File: src/rtl/usb_link_tx.sv
// Device-side USB link transmitter: serialises handshake and data packets
// (PID, payload, CRC16) into a byte-wide FIFO stream with sop/eop framing.
module usb_link_tx #(
    parameter logic [15:0] CRC16_INIT  = 16'hFFFF,
    parameter int unsigned MAX_PAYLOAD = 1023
) (
    input  logic       clk,
    input  logic       rst,
    input  logic       tx_pid_en,
    input  logic [3:0] tx_pid,
    input  logic       tx_zlp,
    input  logic       tx_lt_valid,
    input  logic [7:0] tx_lt_data,
    input  logic       tx_lt_eop,
    output logic       tx_lt_ready,
    output logic       tx_valid,
    output logic [7:0] tx_data,
    output logic       tx_sop,
    output logic       tx_eop,
    input  logic       tx_ready,
    output logic       tx_busy,
    output logic       tx_done,
    output logic       tx_pid_err
);

    localparam int unsigned CW = $clog2(MAX_PAYLOAD + 1);

    localparam logic [2:0] S_IDLE   = 3'd0;
    localparam logic [2:0] S_PID    = 3'd1;
    localparam logic [2:0] S_DATA   = 3'd2;
    localparam logic [2:0] S_CRC_LO = 3'd3;
    localparam logic [2:0] S_CRC_HI = 3'd4;

    // Reflected CRC16 (poly 0x8005 -> 0xA001), data consumed LSB-first.
    function automatic logic [15:0] crc16_byte(input logic [15:0] c, input logic [7:0] d);
        logic [15:0] r;
        r = c;
        for (int unsigned i = 0; i < 8; i++) begin
            if (r[0] ^ d[i]) r = (r >> 1) ^ 16'hA001;
            else             r = r >> 1;
        end
        return r;
    endfunction

    logic [2:0]    state_q, state_d;
    logic [15:0]   crc_q, crc_d;
    logic [CW-1:0] cnt_q, cnt_d;
    logic          hs_q, hs_d, zlp_q, zlp_d;
    logic          valid_q, valid_d, sop_q, sop_d, eop_q, eop_d;
    logic [7:0]    data_q, data_d;
    logic          done_q, done_d, err_q, err_d;
    logic          out_free, lt_ready, pid_hs, pid_data;

    assign out_free = ~valid_q | tx_ready;
    assign lt_ready = (state_q == S_DATA) & out_free;
    assign pid_hs   = (tx_pid == 4'b0010) | (tx_pid == 4'b1010) | (tx_pid == 4'b1110);
    assign pid_data = (tx_pid == 4'b0011) | (tx_pid == 4'b1011);

    always_comb begin
        state_d = state_q;
        crc_d   = crc_q;
        cnt_d   = cnt_q;
        hs_d    = hs_q;
        zlp_d   = zlp_q;
        valid_d = valid_q;
        sop_d   = sop_q;
        eop_d   = eop_q;
        data_d  = data_q;
        done_d  = 1'b0;
        err_d   = 1'b0;
        if (valid_q & tx_ready) valid_d = 1'b0;

        case (state_q)
            S_IDLE: begin
                if (tx_pid_en) begin
                    if (pid_hs | pid_data) begin
                        valid_d = 1'b1;
                        data_d  = {~tx_pid, tx_pid};
                        sop_d   = 1'b1;
                        eop_d   = pid_hs;
                        hs_d    = pid_hs;
                        zlp_d   = tx_zlp;
                        crc_d   = CRC16_INIT;
                        cnt_d   = '0;
                        state_d = S_PID;
                    end else begin
                        err_d = 1'b1;
                    end
                end
            end
            S_PID: begin
                if (valid_q & tx_ready) begin
                    if (hs_q) begin
                        state_d = S_IDLE;
                        done_d  = 1'b1;
                    end else if (zlp_q) begin
                        state_d = S_CRC_LO;
                    end else begin
                        state_d = S_DATA;
                    end
                end
            end
            S_DATA: begin
                if (tx_lt_valid & lt_ready) begin
                    valid_d = 1'b1;
                    data_d  = tx_lt_data;
                    sop_d   = 1'b0;
                    eop_d   = 1'b0;
                    crc_d   = crc16_byte(crc_q, tx_lt_data);
                    cnt_d   = cnt_q + CW'(1);
                    if (tx_lt_eop || (cnt_q == CW'(MAX_PAYLOAD - 1))) state_d = S_CRC_LO;
                end
            end
            S_CRC_LO: begin
                if (out_free) begin
                    valid_d = 1'b1;
                    data_d  = ~crc_q[7:0];
                    sop_d   = 1'b0;
                    eop_d   = 1'b0;
                    state_d = S_CRC_HI;
                end
            end
            S_CRC_HI: begin
                // Register holds CRC_LO until it drains, then CRC_HI; leave once the eop byte goes.
                if (valid_q & eop_q & tx_ready) begin
                    state_d = S_IDLE;
                    done_d  = 1'b1;
                end else if (out_free) begin
                    valid_d = 1'b1;
                    data_d  = ~crc_q[15:8];
                    sop_d   = 1'b0;
                    eop_d   = 1'b1;
                end
            end
            default: state_d = S_IDLE;
        endcase
    end

    always_ff @(posedge clk or posedge rst) begin
        if (rst) begin
            state_q <= S_IDLE;
            crc_q   <= CRC16_INIT;
            cnt_q   <= '0;
            hs_q    <= 1'b0;
            zlp_q   <= 1'b0;
            valid_q <= 1'b0;
            sop_q   <= 1'b0;
            eop_q   <= 1'b0;
            data_q  <= '0;
            done_q  <= 1'b0;
            err_q   <= 1'b0;
        end else begin
            state_q <= state_d;
            crc_q   <= crc_d;
            cnt_q   <= cnt_d;
            hs_q    <= hs_d;
            zlp_q   <= zlp_d;
            valid_q <= valid_d;
            sop_q   <= sop_d;
            eop_q   <= eop_d;
            data_q  <= data_d;
            done_q  <= done_d;
            err_q   <= err_d;
        end
    end

    assign tx_lt_ready = lt_ready;
    assign tx_valid    = valid_q;
    assign tx_data     = data_q;
    assign tx_sop      = sop_q;
    assign tx_eop      = eop_q;
    assign tx_busy     = (state_q != S_IDLE);
    assign tx_done     = done_q;
    assign tx_pid_err  = err_q;

endmodule

File: config.mk
export PLATFORM = sky130hd
export DESIGN_NAME = usb_link_tx
export DESIGN_NICKNAME = d
export VERILOG_FILES = /design/src/rtl/usb_link_tx.sv
export SDC_FILE = /design/constraint.sdc
export NUM_CORES = 1
export LEC_CHECK = 0
export ABC_AREA = 1
export CELL_PAD_IN_SITES_DETAIL_PLACEMENT = 0
export CELL_PAD_IN_SITES_GLOBAL_PLACEMENT = 2
export CORE_MARGIN = 3
export CORE_UTILIZATION = 33
export CTS_BUF_LIST = sky130_fd_sc_hd__clkbuf_2
export CTS_CLUSTER_DIAMETER = 30
export CTS_CLUSTER_SIZE = 12
export DETAILED_ROUTE_END_ITERATION = 16
export MAX_ROUTING_LAYER = met4
export PLACE_DENSITY_LB_ADDON = 0.15
export SETUP_SLACK_MARGIN = 0.2
export SLEW_MARGIN = 25
export SYNTH_ARGS = -nofsm -noshare
export SYNTH_HDL_FRONTEND = slang
export SYNTH_SLANG_ARGS = --single-unit
export TNS_END_PERCENT = 20
File: constraint.sdc
create_clock -name clk -period 2.1 [get_ports clk]
set_input_delay 0.21 -clock clk [delete_from_list [all_inputs] [get_ports clk]]
set_output_delay 0.21 -clock clk [all_outputs]
set_load 0.005 [all_outputs]
# == Word-level counts from Yosys, hierarchy flattened ==
# Cells that the tools add are included.
# totals
reg_bits,44
latch_bits,0
ramBits,0
mem_bits_ro,0
input_bits,19
out_inout_bits,15
wordCells,144
memories,0
# classes
n_addsub,1
mul,0
n_div,0
n_lt_le_gt_ge,0
eq_ne,19
n_shift,0
n_mux,73
n_bitwise,30
n_reduce_logical,10
# op_table
op,n
$mux W16,25
$mux W8,6
$pmux W16 S2,1
$pmux W8 S4,1
$mux W10,3
$not A2 Y3,8
$mux W1,23
$mux W3,7
$pmux W10 S2,1
$not A8 Y8,2
$pmux W3 S5,1
$ne A2 B2 Y1 const B,7
$reduce_and A7 Y1,2
$eq A4 B4 Y1 const B,3
$pmux W1 S4,3
$add A10 B1 Y10 const B,1
$eq A10 B10 Y1 const B,1
$eq A4 B2 Y1 const B,2
$xor A1 B1 Y1,8
$eq A3 B2 Y1 const B,2
$and A1 B1 Y1,5
$or A1 B1 Y1,5
$reduce_and A5 Y1,1
$ne A2 B1 Y1 const B,2
other kinds (13),13

# == Longest topological paths before layout ==
# Gate-level depths: netlist of the first run.
# logic_depth
depth_word,34
mapped_depth,17
mapped_depth_nobuf,17

# == Worst setup path after synthesis of the first run ==
# Ideal clock, no wire load.
# synth_timing
path_kind,reg-to-reg
start,reg state_q[2]
end,"reg data_q[2], in the netlist tx_data[2]"
setup_ps,124
arrival_ps,1686
required_ps,1976
path_slack_ps,290
path_stages_with_launch,14
synth_period_minus_slack_ps,1810
path_cell_list,dfrtp_1 > nor2_4 > inv_2 > nor2_8 > inv_4 > nor2_4 > nand2_4 > clkinv_2 > o22ai_2 > nor2_2 > nand2_1 > buf_6 > a21oi_1 > a21oi_1
# synth_between
elab_chain_len,5
word_cells_on_any_way,15
# synth_lines
item,line_no,rtl
"start, declared",45,"logic [2:0] state_q, state_d;"
"start signal, assigned",153,state_q <= state_d;
$eq A3 B2 Y1,55,assign lt_ready = (state_q == S_DATA) & out_free;
$and A1 B1 Y1,55,
named net tx_lt_ready,15,"output logic tx_lt_ready,"
$and A1 B1 Y1,104,if (tx_lt_valid & lt_ready) begin
$ne A2 B1 Y1 (no line),n/a,
$reduce_and A7 Y1 (no line),n/a,
"end signal, assigned",161,data_q <= data_d;
"end, declared",50,"logic [7:0] data_q, data_d;"
# The timed path passes the listed nets, and every way through them passes these cells.
# A chain may end at the register's enable or synchronous reset.

# == Worst setup path after layout of the first run ==
# layout_timing
start,reg state_q[2]
end,out tx_busy
# layout_between
elab_chain_len,1
# layout_lines
item,line_no,rtl
$reduce_bool A3 Y1,172,assign tx_busy = (state_q != S_IDLE);
"end, declared",21,"output logic tx_busy,"
# No other way between the ends.

==> impl_metrics.tcl, run 1 <==
set metrics [dict create \
    status "completed" \
    cts_max_path_buffers 2 \
    number_of_routed_nets_with_antenna_violations 0 \
    crit-reg2reg-launch "state_q[2]$_DFFE_PP0P_" \
    wl_per_cell_um 14.0 \
    final_max_slew_viol_count 0 \
    core_area_mm2 0.00729 \
    grt_start_max_net_pins 31 \
    holdWs_ns 0.0320 \
    numCtsBuffers 5 \
    crit_path_top_delay_cell "dfrtp_1" \
    flow.area_growth_from_synthesis_pct 32.9 \
    die_w_um 92.8 \
    dpl.hpwl_um 5060 \
    fmax_ghz 0.524 \
    antenna_found_initial 0 \
    intPower_uw 2520 \
    vias 2287 \
    drt-pass1-iter-count 4 \
    timing.max_slew.rel_slack_pct 61.2 \
    drt_drc_violations_left 0 \
    mappedNetlistNets 336 \
    synth_area_mm2 0.00249 \
    dieHeight_um 92.8 \
    rsz0062_at_grt "true" \
    count_of_buffer_and_inverter_cells_on_the_critical_path 5 \
    finalCriticalPeriod_ns 1.91 \
    yosysUniqueCellTypes 38 \
    number_of_design_rule_violations_left_by_the_first_detailed_router_iteration 48 \
    worstPathArrival_ns 1.70 \
    initial_core_util_pct 34.1 \
    clk_root_buffer_cell "clkbuf_2" \
    worst_clock_skew_ns 0.0310 \
    wirelength_um 6760 \
    setup_slack_ns 0.191 \
    yosysWarningCount 0 \
    place_ws_ns -0.185 \
    critPathMaxFanout 4 \
    critPathLaunchType "register" \
    synthArstFlopShare_pct 100 \
    static-leakage-power_uw 0.00159 \
    finalCoreUtilization_pct 45.3 \
    vdd_drop_max_mv 0.501 \
    total_die_area_mm2 0.00862 \
    combinationalPowerShare_pct 53.9 \
    grt-ovfl-total 0 \
    max_cap_violations 0 \
    report.final.hold_viol_count 0 \
    tightestPinTransition_ns 0.578 \
    cts_tree "built" \
    num_io_pins 34 \
    power.share.clock_pct 11.4 \
    nNetsFinal 405 \
    clkSinkCount 44 \
    crit_chain "buf_4 -> buf_4 -> inv_2 -> nand2_1 -> buf_4 -> dlygate4sd2_1" \
    routed_via_density 4.73 \
    p_sw_share_pct 42.1 \
    final_min_period_over_clock_period_pct 90.9 \
    power_density_mw_per_mm2 1320 \
    worst_min_path_class "in2async" \
    h-tree-depth 2 \
    setup_violations 0 \
    grt_use_total_pct 17.2 \
    path_class "reg2out" \
    critical-path-max-stage-delay_ns 0.45 \
    grt_first_pass_wirelength_um 11300 \
    postSynthRegisterBits 44 \
    timing.critical_path.to_type "output port" \
    final_layout_size_suffix_gt1_share_pct 22.6 \
    reg2regPathDepth 14 \
    synth.yosys.seq_area_share_pct 45.1 \
    r2r_end "state_q[2]$_DFFE_PP0P_" \
    power.share.sequential_pct 34.7 \
    critPathRequiredTime_ns 1.89 \
    insertion_delay_ns 0.43 \
    cts_hold_buffers 0 \
    first_global_vias 2232 \
    critical_path.most_common_cell "buf_4" \
    count_of_flip_flops_with_a_built_in_enable_after_synthesis 0 \
    critical_path.top_delay_family "buffers and inverters" \
    port_buffers 33 \
    insertedDiodeCount 0 \
    syn_inst 315 \
    gp_routability_congestion 0.821 \
    synthesis.area_per_instance_um2 7.90 \
    timing.reg2reg.setup_slack_ns 0.21 \
    clk_pin_slew_worst_paths_ns 0.24 \
    synth_top_flop_cell "dfrtp_1" \
    floorplan.rows 31 \
    netSwitchingPower_uw 1840 \
]
-- cells in the mapped netlist (2+ instances only) --
cell / n / share of area, %
nor3_1: 3 / 0.60
o22ai_1: 8 / 2.0
o21ai_1: 3 / 0.60
a31oi_1: 3 / 0.75
buf_2: 2 / 0.40
nor2_4: 3 / 1.4
inv_2: 3 / 0.45
ha_1: 2 / 1.0
dfstp_2: 16 / 17
nor2_1: 26 / 3.9
dfrtp_1: 28 / 28
nand2_1: 73 / 11
o21ai_0: 18 / 3.6
nand3_2: 2 / 0.80
nand3_1: 15 / 3.0
nor2_2: 3 / 0.75
xnor2_1: 3 / 1.1
a21oi_1: 26 / 5.2
xor2_1: 5 / 1.8
a22oi_1: 6 / 1.8
a211oi_1: 4 / 1.2
a32oi_1: 3 / 1.1
inv_1: 44 / 6.6
nand2_4: 2 / 0.91
-- sequential cells by signal, summed over array words and instances (netlist names), 3 cells and up --
name	count
cnt_q	10
crc_q	16
state_q	3
tx_data	8
-- cells by family (layout without fill, tap and decap cells) --
group | count (synthesis) | count (layout) | share of synthesized area (%)
buffers and inverters | 53 | 123 | 8.55
adders and majority gates | 2 | 2 | 1.01
AOI/OAI and AO/OA | 77 | 77 | 18.6
and+or+nand+nor | 131 | 131 | 24.0
xor gates and xnor gates | 8 | 8 | 2.82
DFF | 44 | 44 | 45.1
-- stage by stage --
| stage | total power, uW | instances | cell area, um^2 | setup TNS, ns |
|---|---|---|---|---|
| CTS | 4250 | 478 | 3210 | 0 |
| global placement | 3620 | 463 | 3080 | -0.544 |
| floorplan | 2830 | 315 | 2490 | 0 |
| finish | 4360 | 484 | 3310 | 0 |
| detailed placement | 3630 | 463 | 3080 | -1.22 |
| global route | 4780 | 484 | 3310 | 0 |
-- worst max-delay path by stage --
stage                                 from                     end  slack (ns)  cells after the start
floorplan           state_q[2]$_DFFE_PP0P_  tx_data[2]$_DFFE_PP0P_        0.29                     13
global placement                 tx_pid[3]  tx_data[0]$_DFFE_PP0P_       -0.12                     11
detailed placement               tx_pid[3]  tx_data[0]$_DFFE_PP0P_       -0.19                     11
CTS                 state_q[1]$_DFFE_PP0P_             tx_lt_ready        0.15                      8
global route        state_q[2]$_DFFE_PP0P_                 tx_busy        0.06                      6
finish              state_q[2]$_DFFE_PP0P_                 tx_busy        0.19                      6
-- worst reg2reg max path, stage by stage, from the launching register on --
cell and delay [ns]:
dfrtp_1 0.45, buf_6 0.12, nor2_4 0.10, inv_2 0.07
nor2_8 0.10, inv_4 0.05, nor2_4 0.12, nand2_4 0.09
inv_4 0.06, o22ai_2 0.05, nor2_2 0.18, nand2_1 0.11
nor2_4 0.17, nor2_1 0.06, a21oi_1 0.10
-- layout make-up --
| class | count | area (um^2) |
|---|---|---|
| Inverter | 49 | 196 |
| Tap cell | 99 | 124 |
| Timing Repair Buffer | 66 | 596 |
| Sequential cell | 44 | 1120 |
| Clock buffer | 5 | 25.0 |
| Fill cell | 778 | 3990 |
| Multi-Input combinational cell | 218 | 1200 |
| Clock inverter | 3 | 42.5 |
-- power groups by stage --
| stage | combinational [uW] | clock [uW] | sequential [uW] |
|---|---|---|---|
| floorplan | 1330 | 0 | 1500 |
| global placement | 2070 | 0 | 1550 |
| detailed placement | 2080 | 0 | 1550 |
| CTS | 2210 | 523 | 1510 |
| global route | 2670 | 549 | 1560 |
| finish | 2350 | 498 | 1510 |
-- layer usage --
| metal | share of wire [%] | up-vias | track usage, % |
|---|---|---|---|
| met3 | 4.0 | 10 | 3.41 |
| met2 | 47 | 41 | 28.4 |
| li1 | - | 1185 | - |
| met4 | 1.9 | 0 | 5.25 |
| met1 | 47 | 1051 | 21.4 |
| met5 | 0 | - | - |
-- repair_timing --
| action | in CTS | in global routing |
|---|---|---|
| gates resized for setup | 7 | 15 |
| buffers inserted | 7 | 6 |
| pin swaps | 3 | 5 |
| endpoints found under the setup margin | 22 | 21 |
-- layout by cell type (no fill, tap or decap), drive strengths merged, types with 2 or more instances in the layout --
| cell | instances |
|---|---|
| a31oi | 3 |
| dfrtp | 28 |
| dfstp | 16 |
| a211oi | 4 |
| a22oi | 6 |
| nand3 | 17 |
| nor3 | 3 |
| dlygate4sd2 | 2 |
| nor2 | 33 |
| xnor2 | 3 |
| o22ai | 9 |
| xor2 | 5 |
| a32oi | 3 |
| clkbuf | 5 |
| buf | 33 |
| clkinv | 2 |
| inv | 48 |
| clkdlybuf4s50 | 31 |
| nand2 | 76 |
| ha | 2 |
| o21ai | 21 |
| a21oi | 26 |
Note: power is estimated with default switching activity, not from simulation.
==> inputs of run 2 (changes only) <==
--- a/config.mk
+++ b/config.mk
@@ -6,12 +6,11 @@
 export NUM_CORES = 1
 export LEC_CHECK = 0
 export ABC_AREA = 1
+export CAP_MARGIN = 20
 export CELL_PAD_IN_SITES_DETAIL_PLACEMENT = 0
 export CELL_PAD_IN_SITES_GLOBAL_PLACEMENT = 2
 export CORE_MARGIN = 3
-export CORE_UTILIZATION = 33
-export CTS_BUF_LIST = sky130_fd_sc_hd__clkbuf_2
-export CTS_CLUSTER_DIAMETER = 30
+export CORE_UTILIZATION = 32
 export CTS_CLUSTER_SIZE = 12
 export DETAILED_ROUTE_END_ITERATION = 16
 export MAX_ROUTING_LAYER = met4
==> run 2 against run 1 <==
- clock power increased by 32%
- register-to-register slack improved by 0.08 ns
- combinational power increased by 5%
- critical path depth increased by 8
- fmax increased by 5.5%
- sequential power about the same
- flip-flop and latch count unchanged
- via count increased by 1.9%
- clock skew decreased by 0.022 ns
- core utilization increased by 0.98 points
- global-route usage decreased by 0.62 points
- first-iteration DRC count decreased by 4.2%
- largest cell class unchanged
- largest power group unchanged
==> impl_metrics.tcl, run 2 (synthesized netlist as in run 1, its figures left out) <==
set metrics [dict create \
    final_min_period_over_clock_period_pct 86.2 \
    clk_root_buffer_cell "clkbuf_8" \
    finalCoreUtilization_pct 46.3 \
    dpl.cell_count 464 \
    status "completed" \
    insertedDiodeCount 0 \
    first_global_vias 2190 \
    static-leakage-power_uw 0.00162 \
    crit_path_top_delay_cell "dfrtp_1" \
    clk_pin_slew_worst_paths_ns 0.09 \
    critical-path-max-stage-delay_ns 0.37 \
    max_cap_violations 0 \
    report.final.hold_viol_count 0 \
    final_layout_size_suffix_gt1_share_pct 28.1 \
    critPathLaunchType "register" \
    numCtsBuffers 5 \
    wirelength_um 6940 \
    critPathMaxFanout 7 \
    worst_clock_skew_ns 0.00854 \
    total_power_uw 4660 \
    number_of_routed_nets_with_antenna_violations 0 \
    h-tree-depth 2 \
    power.share.clock_pct 14.1 \
    clkSinkCount 44 \
    layout_common_cells "nand2_1, inv_1, clkdlybuf4s50_1, buf_4, dfrtp_1" \
    routed_via_density 4.82 \
    timing.reg2reg.setup_slack_ns 0.29 \
    power.share.sequential_pct 33.0 \
    grt_first_pass_wirelength_um 11200 \
    floorplan.rows 31 \
    port_buffers 33 \
    timing.critical_path.to_type "register" \
    reg2regPathDepth 14 \
    antenna_found_initial 0 \
    place_area_mm2 0.00309 \
    crit_chain "inv_2 -> nor2_4 -> inv_4 -> nor2_8 -> inv_4 -> nor2_4 -> nand2_4 -> inv_4 -> o22ai_4 -> nor2_4 -> nand2_4 -> buf_6 -> nand2_1 -> o21ai_1" \
    total_die_area_mm2 0.00887 \
    cts_max_path_buffers 2 \
    core_area_mm2 0.00741 \
    top_register "crc_q" \
    worstPathArrival_ns 1.99 \
    final_max_slew_viol_count 0 \
    vias 2331 \
    tightestPinTransition_ns 0.474 \
    number_of_design_rule_violations_left_by_the_first_detailed_router_iteration 46 \
    insertion_delay_ns 0.30 \
    critPathRequiredTime_ns 2.28 \
    setup_violations 0 \
    dpl.hpwl_um 5040 \
    num_io_pins 34 \
    power_density_mw_per_mm2 1360 \
    grt_start_max_net_pins 45 \
    finalCriticalPeriod_ns 1.81 \
    initial_core_util_pct 33.6 \
    crit-reg2reg-launch "state_q[1]$_DFFE_PP0P_" \
    intPower_uw 2730 \
    r2r_end "tx_data[6]$_DFFE_PP0P_" \
    finish.instance_area_mm2 0.00343 \
    dieHeight_um 94.2 \
    die_w_um 94.2 \
    cts_tree "built" \
    netSwitchingPower_uw 1930 \
    nNetsFinal 405 \
    combinationalPowerShare_pct 52.9 \
    grt_use_total_pct 16.6 \
    grt-ovfl-total 0 \
    worst_min_path_class "in2async" \
    cts_hold_buffers 0 \
    timing.max_slew.rel_slack_pct 68.3 \
    gp_routability_congestion 0.823 \
    vdd_drop_max_mv 0.509 \
    layout.cells.non_filler 484 \
    rsz0062_at_grt "true" \
    path_class "reg2reg" \
    p_sw_share_pct 41.5 \
    fmax_ghz 0.553 \
    number_of_flip_flops_under_the_largest_register_name 16 \
    drt_drc_violations_left 0 \
    drt-pass1-iter-count 4 \
    wl_per_cell_um 14.3 \
    flow.area_growth_from_synthesis_pct 37.9 \
    final_common_cell "nand2_1" \
]
## run 2: cell types whose count changed in the layout (fill, tap and decap cells not counted), moves of 3 or more
| cell | change |
|---|---|
| a21oi_2 | -3 |
| clkbuf_2 | -5 |
| clkbuf_8 | +5 |
| nand2_1 | -19 |
| nand2_2 | +19 |
| nand3_1 | -3 |
| nand3_2 | +3 |
| nor2_2 | -4 |
## run 2: worst max-delay path, delay by kind of cell, from the launching register on
kind | cells | cell delay, ns
compound gates | 2 | 0.13
buf+inv | 5 | 0.42
flops | 1 | 0.37
simple gates | 7 | 0.77
## run 2: how the worst max path moves through the flow
stage,slack (ns),end,cells past startpoint,startpoint
after global routing,0.15,tx_data[7]$_DFFE_PP0P_,14,state_q[1]$_DFFE_PP0P_
final,0.29,tx_data[6]$_DFFE_PP0P_,14,state_q[1]$_DFFE_PP0P_
after detailed placement,-0.15,tx_data[0]$_DFFE_PP0P_,11,tx_pid[3]
after global placement,-0.1,tx_data[0]$_DFFE_PP0P_,11,tx_pid[3]
after CTS,0.18,tx_busy,4,state_q[0]$_DFFE_PP0P_
after floorplan,0.29,tx_data[2]$_DFFE_PP0P_,13,state_q[2]$_DFFE_PP0P_
## run 2: timing repair
| action | CTS | global route |
|---|---|---|
| endpoints found under the setup margin | 17 | 21 |
| hold endpoints to repair | 0 | 0 |
| pin swaps | 1 | 14 |
| setup buffers | 2 | 10 |
| resized for setup | 4 | 45 |
## run 2: power by group through the flow
stage / Clock (uW) / Combinational, uW / Sequential [uW]
after global placement: 0 / 2100 / 1550
after floorplan: 0 / 1330 / 1500
after CTS: 683 / 2160 / 1530
final: 658 / 2470 / 1540
after detailed placement: 0 / 2120 / 1550
after global routing: 718 / 2770 / 1590
## run 2: final cells by class
type / count / area, um^2
Timing Repair Buffer: 66 / 596
Tap cell: 99 / 124
Sequential cell: 44 / 1120
Inverter: 49 / 194
Fill cell: 764 / 3980
Clock inverter: 2 / 35.0
Multi-Input combinational cell: 218 / 1290
Clock buffer: 6 / 72.6
## run 2: per-layer routing
layer / part of all wire, % / track usage (%) / routed length, um / vias up
li1: - / - / - / 1170
met1: 46 / 22.3 / 3190 / 1123
met2: 50 / 26.0 / 3490 / 31
met3: 2.8 / 2.88 / 192 / 7
met4: 1.1 / 4.33 / 73 / 0
met5: 0 / - / 0 / -
## run 2: per-stage QoR
step	hold slack (ns)	setup slack (ns)	TNS, ns
final	0.249	0.291	0
after global routing	0.277	0.146	0
after CTS	0.262	0.176	0
after detailed placement	0.473	-0.153	-1.19
after global placement	0.474	-0.0962	-0.662
after floorplan	0.327	0.290	0
